[src/rtl/q_sel_pkg.sv]
// rtl/q_sel_pkg.sv - shared widths, FSM encoding and latency for the action selector
package q_sel_pkg;

    localparam int DATA_WIDTH  = 16;
    localparam int STATE_WIDTH = 8;
    localparam int LATENCY     = 7;

    typedef enum logic [2:0] {
        S_IDLE = 3'd0,
        S_READ = 3'd1,
        S_WAIT = 3'd2,
        S_CALC = 3'd3,
        S_DONE = 3'd4
    } sel_state_t;

endpackage

[src/rtl/q_action_select_max4to1.sv]
// rtl/q_action_select_max4to1.sv - combinational signed maximum of four values
module max4to1_16bit #(
    parameter int W = 16
) (
    input  logic signed [W-1:0] a,
    input  logic signed [W-1:0] b,
    input  logic signed [W-1:0] c,
    input  logic signed [W-1:0] d,
    output logic signed [W-1:0] max_out
);

    logic signed [W-1:0] max_ab;
    logic signed [W-1:0] max_cd;

    always_comb begin
        max_ab  = (a >= b) ? a : b;
        max_cd  = (c >= d) ? c : d;
        max_out = (max_ab >= max_cd) ? max_ab : max_cd;
    end

endmodule

[src/rtl/q_action_select.sv]
// rtl/q_action_select.sv - epsilon-greedy action selection over four Q-memory entries
module q_action_select #(
    parameter int DATA_WIDTH  = q_sel_pkg::DATA_WIDTH,
    parameter int STATE_WIDTH = q_sel_pkg::STATE_WIDTH
) (
    input  logic                          clk,
    input  logic                          rst_n,
    input  logic                          start,
    input  logic [STATE_WIDTH-1:0]        state_addr,
    input  logic [15:0]                   rand_in,
    input  logic [15:0]                   epsilon,
    output logic                          q_rd_en,
    output logic [STATE_WIDTH+1:0]        q_rd_addr,
    input  logic signed [DATA_WIDTH-1:0]  q_rd_data,
    output logic                          busy,
    output logic                          done,
    output logic [1:0]                    action,
    output logic signed [DATA_WIDTH-1:0]  q_max,
    output logic                          explored
);

    import q_sel_pkg::*;

    sel_state_t                  state;
    logic [15:0]                 rand_l;
    logic [15:0]                 eps_l;
    logic signed [DATA_WIDTH-1:0] q_reg [4];
    logic                        rd_pending;
    logic [1:0]                  cap_idx;
    logic signed [DATA_WIDTH-1:0] max_val;
    logic [1:0]                  greedy;
    logic                        explore_c;

    max4to1_16bit #(.W(DATA_WIDTH)) u_max (
        .a       (q_reg[0]),
        .b       (q_reg[1]),
        .c       (q_reg[2]),
        .d       (q_reg[3]),
        .max_out (max_val)
    );

    // Priority order makes ties resolve to the lowest action index.
    always_comb begin
        greedy = 2'd3;
        if (q_reg[0] == max_val)      greedy = 2'd0;
        else if (q_reg[1] == max_val) greedy = 2'd1;
        else if (q_reg[2] == max_val) greedy = 2'd2;
        explore_c = (rand_l < eps_l);
    end

    always_ff @(posedge clk or negedge rst_n) begin
        if (!rst_n) begin
            state      <= S_IDLE;
            busy       <= 1'b0;
            done       <= 1'b0;
            q_rd_en    <= 1'b0;
            q_rd_addr  <= '0;
            action     <= 2'd0;
            q_max      <= '0;
            explored   <= 1'b0;
            rand_l     <= '0;
            eps_l      <= '0;
            rd_pending <= 1'b0;
            cap_idx    <= 2'd0;
            for (int i = 0; i < 4; i++) q_reg[i] <= '0;
        end else begin
            // Read data trails the strobe by one cycle, so capture follows the address pipeline.
            rd_pending <= q_rd_en;
            cap_idx    <= q_rd_addr[1:0];
            if (rd_pending) q_reg[cap_idx] <= q_rd_data;

            case (state)
                S_IDLE: begin
                    if (start) begin
                        state     <= S_READ;
                        busy      <= 1'b1;
                        q_rd_en   <= 1'b1;
                        q_rd_addr <= {state_addr, 2'd0};
                        rand_l    <= rand_in;
                        eps_l     <= epsilon;
                    end
                end
                S_READ: begin
                    if (q_rd_addr[1:0] == 2'd3) begin
                        q_rd_en <= 1'b0;
                        state   <= S_WAIT;
                    end else begin
                        q_rd_addr[1:0] <= q_rd_addr[1:0] + 2'd1;
                    end
                end
                S_WAIT: state <= S_CALC;
                S_CALC: begin
                    q_max    <= max_val;
                    explored <= explore_c;
                    action   <= explore_c ? rand_l[1:0] : greedy;
                    done     <= 1'b1;
                    state    <= S_DONE;
                end
                S_DONE: begin
                    done  <= 1'b0;
                    busy  <= 1'b0;
                    state <= S_IDLE;
                end
                default: state <= S_IDLE;
            endcase
        end
    end

endmodule

[config.mk]
export PLATFORM = sky130hd
export DESIGN_NAME = q_action_select
export DESIGN_NICKNAME = d
export VERILOG_FILES = /design/src/rtl/q_sel_pkg.sv /design/src/rtl/q_action_select_max4to1.sv /design/src/rtl/q_action_select.sv
export SDC_FILE = /design/constraint.sdc
export NUM_CORES = 1
export LEC_CHECK = 0
export BUFFER_PORTS_ARGS = -buffer_cell sky130_fd_sc_hd__buf_2
export CAP_MARGIN = 20
export CORE_MARGIN = 8
export CORE_UTILIZATION = 58
export CTS_CLUSTER_SIZE = 10
export DETAILED_ROUTE_END_ITERATION = 10
export PLACE_DENSITY = 0.86
export SYNTH_ARGS = -nofsm -noshare
export SYNTH_HDL_FRONTEND = slang
export SYNTH_SLANG_ARGS = --single-unit
export TNS_END_PERCENT = 20
[constraint.sdc]
create_clock -name clk -period 7.9 [get_ports clk]
set_input_delay 0.395 -clock clk [delete_from_list [all_inputs] [get_ports clk]]
set_output_delay 0.395 -clock clk [all_outputs]
set_load 0.05 [all_outputs]
After elaboration in Yosys (flattened, before gate mapping). Cells that the tools add are included.

Bits in registers: 134. Logic and storage cells: 67. Output and inout bits: 32. Input port bits: 59.

Add/subtract/negate cells: 1. Muxes and demuxes: 21. Reduce and logical (&&, ||, !) cells: 10. Bitwise logic cells: 1. $lt $le $gt $ge: 6. Equality and inequality tests: 11.

Operators with widths (count): $bwmux W64 (1); $mux W16 (4); $eq A16 B16 Y1 (3); $ge A16 B16 Y1 (3); $demux W16 S2 (1); $lt A16 B16 Y1 (1); $pmux W3 S4 (1); $mux W2 (5); $eq A3 B2 Y1 const B (2); $mux W3 (2); $ne A2 B2 Y1 const B (3); $pmux W1 S2 (3); $reduce_and A2 Y1 (3); $reduce_and A3 Y1 (2); $reduce_bool A2 Y1 (3); $pmux W2 S2 (1); $eq A3 B1 Y1 const B (1); $eq A3 B3 Y1 const B (1); $ge A3 B3 Y1 const B (1); $logic_not A3 Y1 (1); $lt A3 B1 Y1 const B (1); $mux W1 (3); $not A2 Y3 (1); $add A2 B1 Y2 const B (1); 2 further kinds (2).

Longest topological paths before layout. Gate-level depths: netlist of the first run.

Depth in word-level cells: 9. Gate-level depth with buffers: 24. Mapped depth without buffers: 21.

By module. Synthesis of the first run repeated with hierarchy kept, for this count alone.

Cells, all modules: 663. Area, all modules: 7702.4 µm².

By module, submodules not included: q_action_select (cells each 441, instances 1, sequential area each 3353.2 µm², area an instance 5933.2 µm²); max4to1_16bit (cells each 222, instances 1, sequential area each 0.0 µm², area an instance 1769.2 µm²).

Worst setup path before layout of the first run. No wires, ideal clock.

Path type: reg-to-reg. Start: register q_reg[39] in the netlist's numbering. End: register action[0]. Path slack: 2874 ps. Buffers on the path: 3. Stages on the path, launching flop included: 22. Arrival: 4887 ps. Period minus slack after synthesis: 5026 ps. Setup time: 139 ps. Data required time: 7761 ps. Cells stage by stage: dfrtp_1 -> inv_1 -> ha_1 -> a21oi_1 -> o21ai_0 -> a211oi_1 -> o211a_1 -> mux2i_4 -> buf_4 -> buf_4 -> mux2i_1 -> inv_1 -> ha_1 -> a21o_1 -> a2111oi_0 -> a32o_1 -> clkbuf_1 -> mux2_2 -> xor2_1 -> nand4_1 -> nor4_1 -> a32oi_1.

Word-level cells in the longest chain between the ends: 9. Elaborated cells between the ends (all ways): 11. Classes of those cells: order compare: 2; eq/ne: 3; mux: 6.

Ends and longest elaborated chain: start: declaration (line q_action_select.sv:27) `logic signed [DATA_WIDTH-1:0] q_reg [4];`; start signal: indexed assignment (line q_action_select.sv:70) `if (rd_pending) q_reg[cap_idx] <= q_rd_data;`; $ge A16 B16 Y1 (line q_action_select_max4to1.sv:16) `max_ab = (a >= b) ? a : b;`; $mux W16 (line q_action_select_max4to1.sv:16); $ge A16 B16 Y1 (line q_action_select_max4to1.sv:18) `max_out = (max_ab >= max_cd) ? max_ab : max_cd;`; $mux W16 (line q_action_select_max4to1.sv:18); $eq A16 B16 Y1 (line q_action_select.sv:47) `else if (q_reg[2] == max_val) greedy = 2'd2;`; $mux W1 (line q_action_select.sv:47); $mux W2 (line q_action_select.sv:46) `else if (q_reg[1] == max_val) greedy = 2'd1;`; $mux W2 (*) (line q_action_select.sv:45) `if (q_reg[0] == max_val) greedy = 2'd0;`; $mux W2 (*) (line q_action_select.sv:95) `action <= explore_c ? rand_l[1:0] : greedy;`; end signal: assignment (line q_action_select.sv:95); end: declaration (line q_action_select.sv:17) `output logic [1:0] action,`.

Every way passes the cells marked *; elsewhere a longest branch is shown, timed or not. A chain may end at the register's enable or synchronous reset.

Worst setup path in the final report of the first run.
Start: register q_reg[14] in the netlist's numbering. End: register action[0].

Word-level cells in the longest chain between the ends: 9. Elaborated cells between the ends (all ways): 11. Classes of those cells: order compare: 2; eq/ne: 3; mux: 6.

Ends and longest elaborated chain: $ge A16 B16 Y1 (line q_action_select_max4to1.sv:17) `max_cd = (c >= d) ? c : d;`; $mux W16 (*) (line q_action_select_max4to1.sv:17); $ge A16 B16 Y1 (line q_action_select_max4to1.sv:18); $mux W16 (*) (line q_action_select_max4to1.sv:18); $eq A16 B16 Y1 (line q_action_select.sv:47); $mux W1 (line q_action_select.sv:47); $mux W2 (line q_action_select.sv:46); $mux W2 (*) (line q_action_select.sv:45); $mux W2 (*) (line q_action_select.sv:95).

Marked as above.

==> results of run 1 <==
[routing by layer]
| metal | vias to the layer above | global-route usage [%] | part of all wire, % |
|---|---|---|---|
| li1 | 2921 | - | - |
| met1 | 3075 | 30.54 | 42 |
| met2 | 263 | 38.54 | 45 |
| met3 | 70 | 8.489 | 7.7 |
| met4 | 0 | 12.98 | 4.5 |
| met5 | - | 0 | 0 |
[cell families (layout without fill, tap and decap cells)]
kind of cell | count (synthesis) | in the layout | synth area share, %
AND/OR/NAND/NOR | 156 | 156 | 9.149
flip-flops | 134 | 134 | 41.35
adder cells (fa/ha/maj) | 64 | 64 | 9.874
buffers and inverters | 88 | 192 | 4.381
multiplexers | 126 | 126 | 17.60
XOR/XNOR | 57 | 57 | 6.156
AO/OA/AOI/OAI | 147 | 147 | 11.49
[per-stage QoR]
stage | instance area, um^2 | util (%) | cells | hold WS (ns) | setup slack [ns]
final | 9336 | 67.79 | 1056 | 0.1799 | 1.491
after CTS | 9309 | 67.59 | 1055 | 0.1677 | 1.567
after detailed placement | 8743 | 63.48 | 1024 | 0.3859 | 1.635
after global placement | 8743 | 63.48 | 1024 | 0.3876 | 1.748
after floorplan | 8110 | - | 772 | 0.09941 | 2.874
after global routing | 9336 | 67.79 | 1056 | 0.1908 | 0.8947
[layout make-up]
class                   instances  area, um^2  area share, %
multi-input cells             550        4415          47.29
flip-flops and latches        134        3353          35.92
repair buffers                100       554.3          5.937
clock buffers                  21       450.4          4.824
inverters                      62       232.7          2.493
well taps                     180       225.2          2.412
clock inverters                 9       105.1          1.126
[worst max-delay path: stages, from the launching register on]
cell and delay [ns]:
dfrtp_1 0.41, inv_1 0.09, ha_1 0.31, nand4_1 0.14, nor4_1 0.34, o31ai_1 0.14
a32oi_2 0.87, buf_4 0.40, mux2i_1 0.41, inv_1 0.08, ha_1 0.27, nand2b_1 0.14
a2111oi_0 0.39, nor3_1 0.07, o311ai_0 0.14, a32o_1 0.73, buf_4 0.31, nand2_1 0.06
o21ai_1 0.19, xor2_1 0.20, nand4_1 0.12, a2111oi_2 0.29, a32oi_1 0.14
[how the worst max path moves through the flow]
stage / from / endpoint / slack (ns)
floorplan: q_reg[39] / action[0] / 2.87
global placement: q_reg[27] / action[0] / 1.75
detailed placement: q_reg[9] / action[0] / 1.64
CTS: q_reg[9] / action[0] / 1.57
global route: q_reg[9] / action[0] / 0.89
finish: q_reg[14] / action[0] / 1.49
[cells in the final DEF (no fill, tap or decap), types with 3 or more instances in the layout]
master | Yosys | final
xor2_1 | 25 | 25
mux2i_1 | 19 | 19
nor4_1 | 6 | 6
buf_2 | 2 | 89
nor2_1 | 21 | 21
a21o_1 | 14 | 14
mux2_2 | 101 | 101
nand2_1 | 76 | 76
inv_1 | 61 | 61
clkinvlp_4 | 0 | 4
o21ai_1 | 4 | 4
xnor2_1 | 32 | 32
nand3_1 | 10 | 10
clkinv_2 | 0 | 3
a21oi_1 | 34 | 34
clkbuf_1 | 20 | 3
nor2b_1 | 4 | 4
nand3b_1 | 3 | 3
buf_4 | 2 | 8
mux2i_2 | 4 | 4
dfrtp_1 | 134 | 134
ha_1 | 64 | 64
nand2b_1 | 6 | 6
o21ai_0 | 55 | 55
nand4_1 | 14 | 14
o311ai_0 | 3 | 3
clkbuf_16 | 0 | 17
==> results.toml, run 1 <==
[outcome]
status = "finished clean"

[synthesis]
yosysWarningCount = 0
async_flop_share_pct = 100.0
ys_ff_latch = 134
yosysMostFrequentCell = "dfrtp_1"
synthFlopType = "dfrtp_1"
synth_cell_types = 65
syn_nets = 895
yosys.area.top_type = "dfrtp_1"
yosys.area.top_type_share_pct = 41.35
ys_seq_area_share_pct = 41.35
syn_area_per_cell_um2 = 10.51
synth_edf_count = 0
netlist_instances = 772
netlist_area_mm2 = 0.008110
synth.top_cells.by_area = "dfrtp_1, mux2_2, ha_1"
synth_commonest_cells = "dfrtp_1, mux2_2, nand2_1"

[detailed_routing]
drc = 0
wirelength_mm = 21.70
wire_per_inst_um = 20.55
via_per_inst = 5.993
num_vias = 6329
first_pass_iters = 5
drt_iter0_drc = 488
ant_nets = 0

[cts]
cts_tree = "built"
clkTransAtPathRegs_ns = 0.06
clk_latency_ns = 0.42
cts_setup_buffers = 0
cts_max_path_buffers = 2
cts_buffers = 17
cts-resized-gates = 0
clock-sinks = 134
htreeDepth = 4
ctsHoldBuffers = 1
cts_root_buffer = "clkbuf_16"

[timing]
setup_viol = 0
rsz0062_at_grt = "false"
finalCritPeriodShare_pct = 81.12
period_minus_slack_ns = 6.409
hold_viol = 0
skew_ns = 0.01282
fmax_mhz = 156.0
relSlewSlack_pct = 29.99
fin_tns_setup_ns = 0
tightest_slew_ns = 1.050
slew_viol_final = 0

[place]
dp_hpwl_mm = 16.32
port_buffers = 90
gp_congestion = 0.9916

[final_layout]
antennaDiodeCount = 0
drive_gt1_share_pct = 27.97
n_fill_cell = 1063
nets = 988
largest_register_ffs = 64
flow.area_growth_from_synthesis_pct = 15.12

[critical_path]
crit_type = "flip-flop to flip-flop"
endpoint_kind = "flip-flop"
cp.arrival_ns = 6.69
r2r-end = "action[0]"
rr_startpoint = "q_reg[14]"
r2r_slack_ns = 1.49
required_ns = 8.18
r2r_cells = 22
path_max_fanout = 18
cp-start-kind = "flip-flop"

[floorplan]
initial_core_util_pct = 58.88
fp.dieW_um = 134.3
num_rows = 43
die_h_um = 134.3
dieArea_mm2 = 0.01802
pin_count = 91
core_mm2 = 0.01377

[grt]
grt_pass1_wl_mm = 35.18
antenna_found_initial = 0
grt.total_usage_pct = 25.02
overflow = 0
grt_pass1_vias = 6700
grt_start_max_net_pins = 82

[hold_path]
holdPathEnd = "eps_l[2]"
min_path_type = "input pin to flip-flop"
hold_depth = 3
hold_start = "epsilon[2]"

[flow_run]
cap_violations = 0
Power of run 1 is left out: the tool's default activity adds up to more than one toggle a clock period on the data nets, which glitch-free logic cannot reach.
==> run 2: changes to the inputs <==
==> constraint.sdc (replaced) <==
create_clock -name clk -period 6.4 [get_ports clk]
set_input_delay 0.32 -clock clk [delete_from_list [all_inputs] [get_ports clk]]
set_output_delay 0.32 -clock clk [all_outputs]
set_load 0.05 [all_outputs]
==> run 2 against run 1 <==
  * Sequential cell count unchanged
  * Clock skew about the same
  * Wire length decreased by 0.52%
  * Critical path type unchanged
  * Hold slack got worse by 0.073 ns
  * Core utilization grew 0.52 points
  * Fmax is 5.3% higher
  * Final cell count increased by 0.66%
  * Critical path depth shrank 3
  * Register-to-register slack worse by 1.2 ns
  * Via count decreased by 0.49%
  * Sequential share of layout area is 0.27 points lower
  * Die area unchanged
==> results.toml, run 2 (same netlist as run 1, synthesis figures left out) <==
[outcome]
status = "finished clean"

[detailed_routing]
wirelength_mm = 21.58
drc = 0
first_pass_iters = 5
num_vias = 6298
via_per_inst = 5.925
drt_iter0_drc = 606
ant_nets = 0
wire_per_inst_um = 20.30

[critical_path]
r2r_cells = 19
crit_start = "q_reg[14]"
rr_startpoint = "q_reg[14]"
crit_type = "flip-flop to flip-flop"
cp.arrival_ns = 6.38
path_max_fanout = 12
required_ns = 6.70
cp-start-kind = "flip-flop"
endpoint_kind = "flip-flop"
r2r_slack_ns = 0.31
endpoint = "action[1]"
r2r-end = "action[1]"

[place]
dp_hpwl_mm = 16.32
gp_congestion = 1.033
port_buffers = 90
place_area_mm2 = 0.008796

[grt]
use_met1_pct = 31.49
met2_usage_pct = 39.21
overflow = 0
grt_start_max_net_pins = 80
antenna_found_initial = 1
grt.total_usage_pct = 25.13
grt_pass1_wl_mm = 35.58
use_met3_pct = 7.255
grt_pass1_vias = 6656
busiest_layer = "met2"

[final_layout]
largest_register_ffs = 64
final_area_mm2 = 0.009408
post-route-util_pct = 68.30
n_fill_cell = 1056
flow.area_growth_from_synthesis_pct = 16.00
nets = 994
final_cell_mix = "dfrtp_1, mux2_2, buf_2"
drive_gt1_share_pct = 28.88
multiInputGateArea_mm2 = 0.004419
regArea_mm2 = 0.003353
layout_commonest_cell = "dfrtp_1"
antennaDiodeCount = 0

[timing]
finalCritPeriodShare_pct = 95.08
rsz0062_at_grt = "false"
tightest_slew_ns = 1.087
period_minus_slack_ns = 6.085
fmax_mhz = 164.3
skew_ns = 0.01273
fin_tns_setup_ns = 0
setup_viol = 0
slew_viol_final = 0
relSlewSlack_pct = 27.31
hold_viol = 0

[cts]
cts_tree = "built"
clock-sinks = 134
cts_root_buffer = "clkbuf_16"
clk_latency_ns = 0.43
clkTransAtPathRegs_ns = 0.06
cts_max_path_buffers = 2
htreeDepth = 4
cts_buffers = 17

[floorplan]
fp.dieW_um = 134.3
pin_count = 91
initial_core_util_pct = 58.88
num_rows = 43
dieArea_mm2 = 0.01802
die_h_um = 134.3
core_mm2 = 0.01377

[hold_path]
min_path_type = "input pin to flip-flop"
hold_depth = 3

[flow_run]
cap_violations = 0
run 2: cell count changes in the layout (fill, tap and decap cells not counted):
cell	change
clkbuf_1	-2
mux2i_1	-1
clkinvlp_4	-2
buf_4	+7
buf_16	-1
clkinv_4	+4
mux2i_2	+1
bufinv_16	+1
run 2: metal layers:
layer | up-vias | part of all wire [%] | routed length [um]
met5 | - | 0.046 | 10
met1 | 3024 | 42 | 8996
met3 | 63 | 8.8 | 1896
li1 | 2926 | - | -
met2 | 283 | 46 | 9840
met4 | 2 | 3.9 | 839
run 2: worst min path at each step:
stage,startpoint,to,slack (ns)
after floorplan,rst_n,action[0],0.02
after global placement,rst_n,q_reg[33],0.31
after detailed placement,rst_n,q_reg[32],0.31
after CTS,epsilon[11],eps_l[11],0.09
after global routing,epsilon[8],eps_l[8],0.10
final,epsilon[6],eps_l[6],0.11
run 2: critical path, cell delays in order, from the launching register on:
cell       delay, ns
dfrtp_1         0.41
inv_1           0.11
ha_1            0.32
nand4_1         0.17
nor4_1          0.62
o31ai_1         0.29
a32oi_2         0.54
buf_4           0.35
mux2i_1         0.46
ha_1            0.21
inv_1           0.07
a2111oi_0       0.68
a32oi_1         0.31
buf_4           0.26
a21oi_1         0.12
nand4_1         0.10
or3_1           0.33
a21oi_1         0.24
and3_1          0.24
o211ai_1        0.11
run 2: repair_timing:
action,CTS,global route
buffers inserted,0,0
gates resized for setup,0,1
setup endpoints to repair,0,1
hold buffers,1,0
endpoints found under the hold margin,55,0
run 2: per-stage QoR:
step           setup WS [ns]  instances  hold slack [ns]
2_1_floorplan          1.374        772          0.02441
3_3_place_gp          0.4350       1031           0.3078
3_5_place_dp          0.5302       1031           0.3085
4_1_cts               0.3416       1063          0.08726
5_1_grt              0.09342       1063           0.1003
6_report              0.3146       1063           0.1064
run 2: cell type report:
type                       count  area share (%)
sequential                   134           35.64
clock buffer                  19           4.708
timing repair buffer         106           6.158
tap                          180           2.394
inverter                      62           2.474
clock inverter                12           1.649
multi-input combinational    550           46.97
Power of run 2 is left out for the same reason.
==> run 3: changes to the inputs <==
--- a/config.mk
+++ b/config.mk
@@ -12,6 +12,7 @@
 export CTS_CLUSTER_SIZE = 10
 export DETAILED_ROUTE_END_ITERATION = 10
 export PLACE_DENSITY = 0.86
+export SETUP_SLACK_MARGIN = 0.5
 export SYNTH_ARGS = -nofsm -noshare
 export SYNTH_HDL_FRONTEND = slang
 export SYNTH_SLANG_ARGS = --single-unit
==> run 3 against run 2 <==
  * Register-to-register slack improved by 0.53 ns
  * Clock skew about the same
  * Hold slack improved by 0.0012 ns
  * Setup slack improved by 0.53 ns
  * Fmax increased by 9.5%
  * Sequential cell count unchanged
==> results.toml, run 3 (same netlist as run 1, synthesis figures left out) <==
[critical_path]
required_ns = 6.69
cp.arrival_ns = 5.85
critPathSlowestCell = "mux2i_1"
path_cells = "ha_1 > nand4_1 > nor4_2 > o31ai_1 > a32oi_2 > buf_4 > buf_4 > mux2i_1 > ha_1 > nand4_1 > nor2_1 > o311ai_0 > a32oi_1 > buf_4 > mux2_2 > xor2_1 > nand4_1 > a2111oi_2 > a32oi_1"
endpoint_kind = "flip-flop"
cpPeakStageDelay_ns = 0.53
crit_type = "flip-flop to flip-flop"
cp-start-kind = "flip-flop"
path_max_fanout = 12

[final_layout]
layout_commonest_cell = "dfrtp_1"
largest_register_ffs = 64
final_cell_mix = "dfrtp_1, mux2_2, buf_2"
drive_gt1_share_pct = 29.58
flow.area_growth_from_synthesis_pct = 16.71
final_area_mm2 = 0.009465
nets = 1000
antennaDiodeCount = 0

[floorplan]
num_rows = 43
die_h_um = 134.3
fp.dieW_um = 134.3
core_mm2 = 0.01377
initial_core_util_pct = 58.88
pin_count = 91
dieArea_mm2 = 0.01802

[place]
port_buffers = 90
place_area_mm2 = 0.008796
dp_hpwl_mm = 16.32
gp_congestion = 1.033

[grt]
antenna_found_initial = 1
grt_pass1_vias = 6660
overflow = 0
grt_start_max_net_pins = 80
grt.total_usage_pct = 25.13
grt_pass1_wl_mm = 35.58

[detailed_routing]
ant_nets = 0
drc = 0
via_per_inst = 5.953
wire_per_inst_um = 20.31
drt_iter0_drc = 654
num_vias = 6364
wirelength_mm = 21.71
first_pass_iters = 5

[cts]
cts_buffers = 17
clk_latency_ns = 0.43
cts_root_buffer = "clkbuf_16"
clkTransAtPathRegs_ns = 0.06
clock-sinks = 134
cts_tree = "built"
htreeDepth = 4
cts_max_path_buffers = 2

[timing]
rsz0062_at_grt = "false"
skew_ns = 0.01289
setup_viol = 0
period_minus_slack_ns = 5.557
fin_tns_setup_ns = 0
slew_viol_final = 0
fmax_mhz = 180.0
relSlewSlack_pct = 28.25
hold_viol = 0
fin_hold_ws_ns = 0.1076
tightest_slew_ns = 1.073
finalCritPeriodShare_pct = 86.82

[hold_path]
min_path_type = "input pin to flip-flop"

[outcome]
status = "finished clean"

[flow_run]
cap_violations = 0
==> run 3: final cells by class <==
cell class	count	area, um^2
inverter	62	232.7
timing repair buffer	112	624.3
sequential	134	3353
clock buffer	19	442.9
clock inverter	12	155.1
fill	1046	4308
multi-input combinational	550	4432
tap	180	225.2
==> run 3: metrics by stage <==
stage / setup slack, ns / cells / utilization, %
2_1_floorplan: 1.374 / 772 / -
3_3_place_gp: 0.4350 / 1031 / 63.86
3_5_place_dp: 0.5302 / 1031 / 63.86
4_1_cts: 0.6570 / 1063 / 68.35
5_1_grt: 0.4929 / 1069 / 68.72
6_report: 0.8434 / 1069 / 68.72
==> run 3: what timing repair did <==
| action | 4_1_cts | 5_1_grt |
|---|---|---|
| hold buffers | 1 | 0 |
| resized for setup | 2 | 3 |
| pin swaps | 0 | 1 |
| hold endpoints to repair | 55 | 0 |
| setup endpoints to repair | 2 | 2 |
| buffers inserted | 0 | 6 |
==> run 3: path summary, 6_finish.rpt <==
check	slack [ns]	cells past startpoint	from	end
worst max-delay path	0.84	19	q_reg[27]	action[0]
worst max register to register	0.84	19	q_reg[27]	action[0]
worst min register to register	0.43	0	q_rd_addr[1]	cap_idx[1]
min in group asynchronous	0.43	2	rst_n	q_reg[32]
worst min-delay path	0.11	3	epsilon[6]	eps_l[6]
max in group asynchronous	4.62	3	rst_n	eps_l[10]
==> run 3: metal layers <==
layer  share of wire, %  GRT usage (%)
met5              0.046              0
met4                4.0          11.98
met3                8.6          7.218
met2                 46          39.15
met1                 42          31.51
==> run 3: critical path: cells and delay by family, from the launching register on <==
kind            cells  cell delay (ns)
compound gates      6             1.52
xor+xnor            1             0.14
fa+ha+maj           2             0.56
buf+inv             3             0.61
flops               1             0.45
mux                 2             0.90
simple gates        5             1.22
Power of run 3 is left out for the same reason.
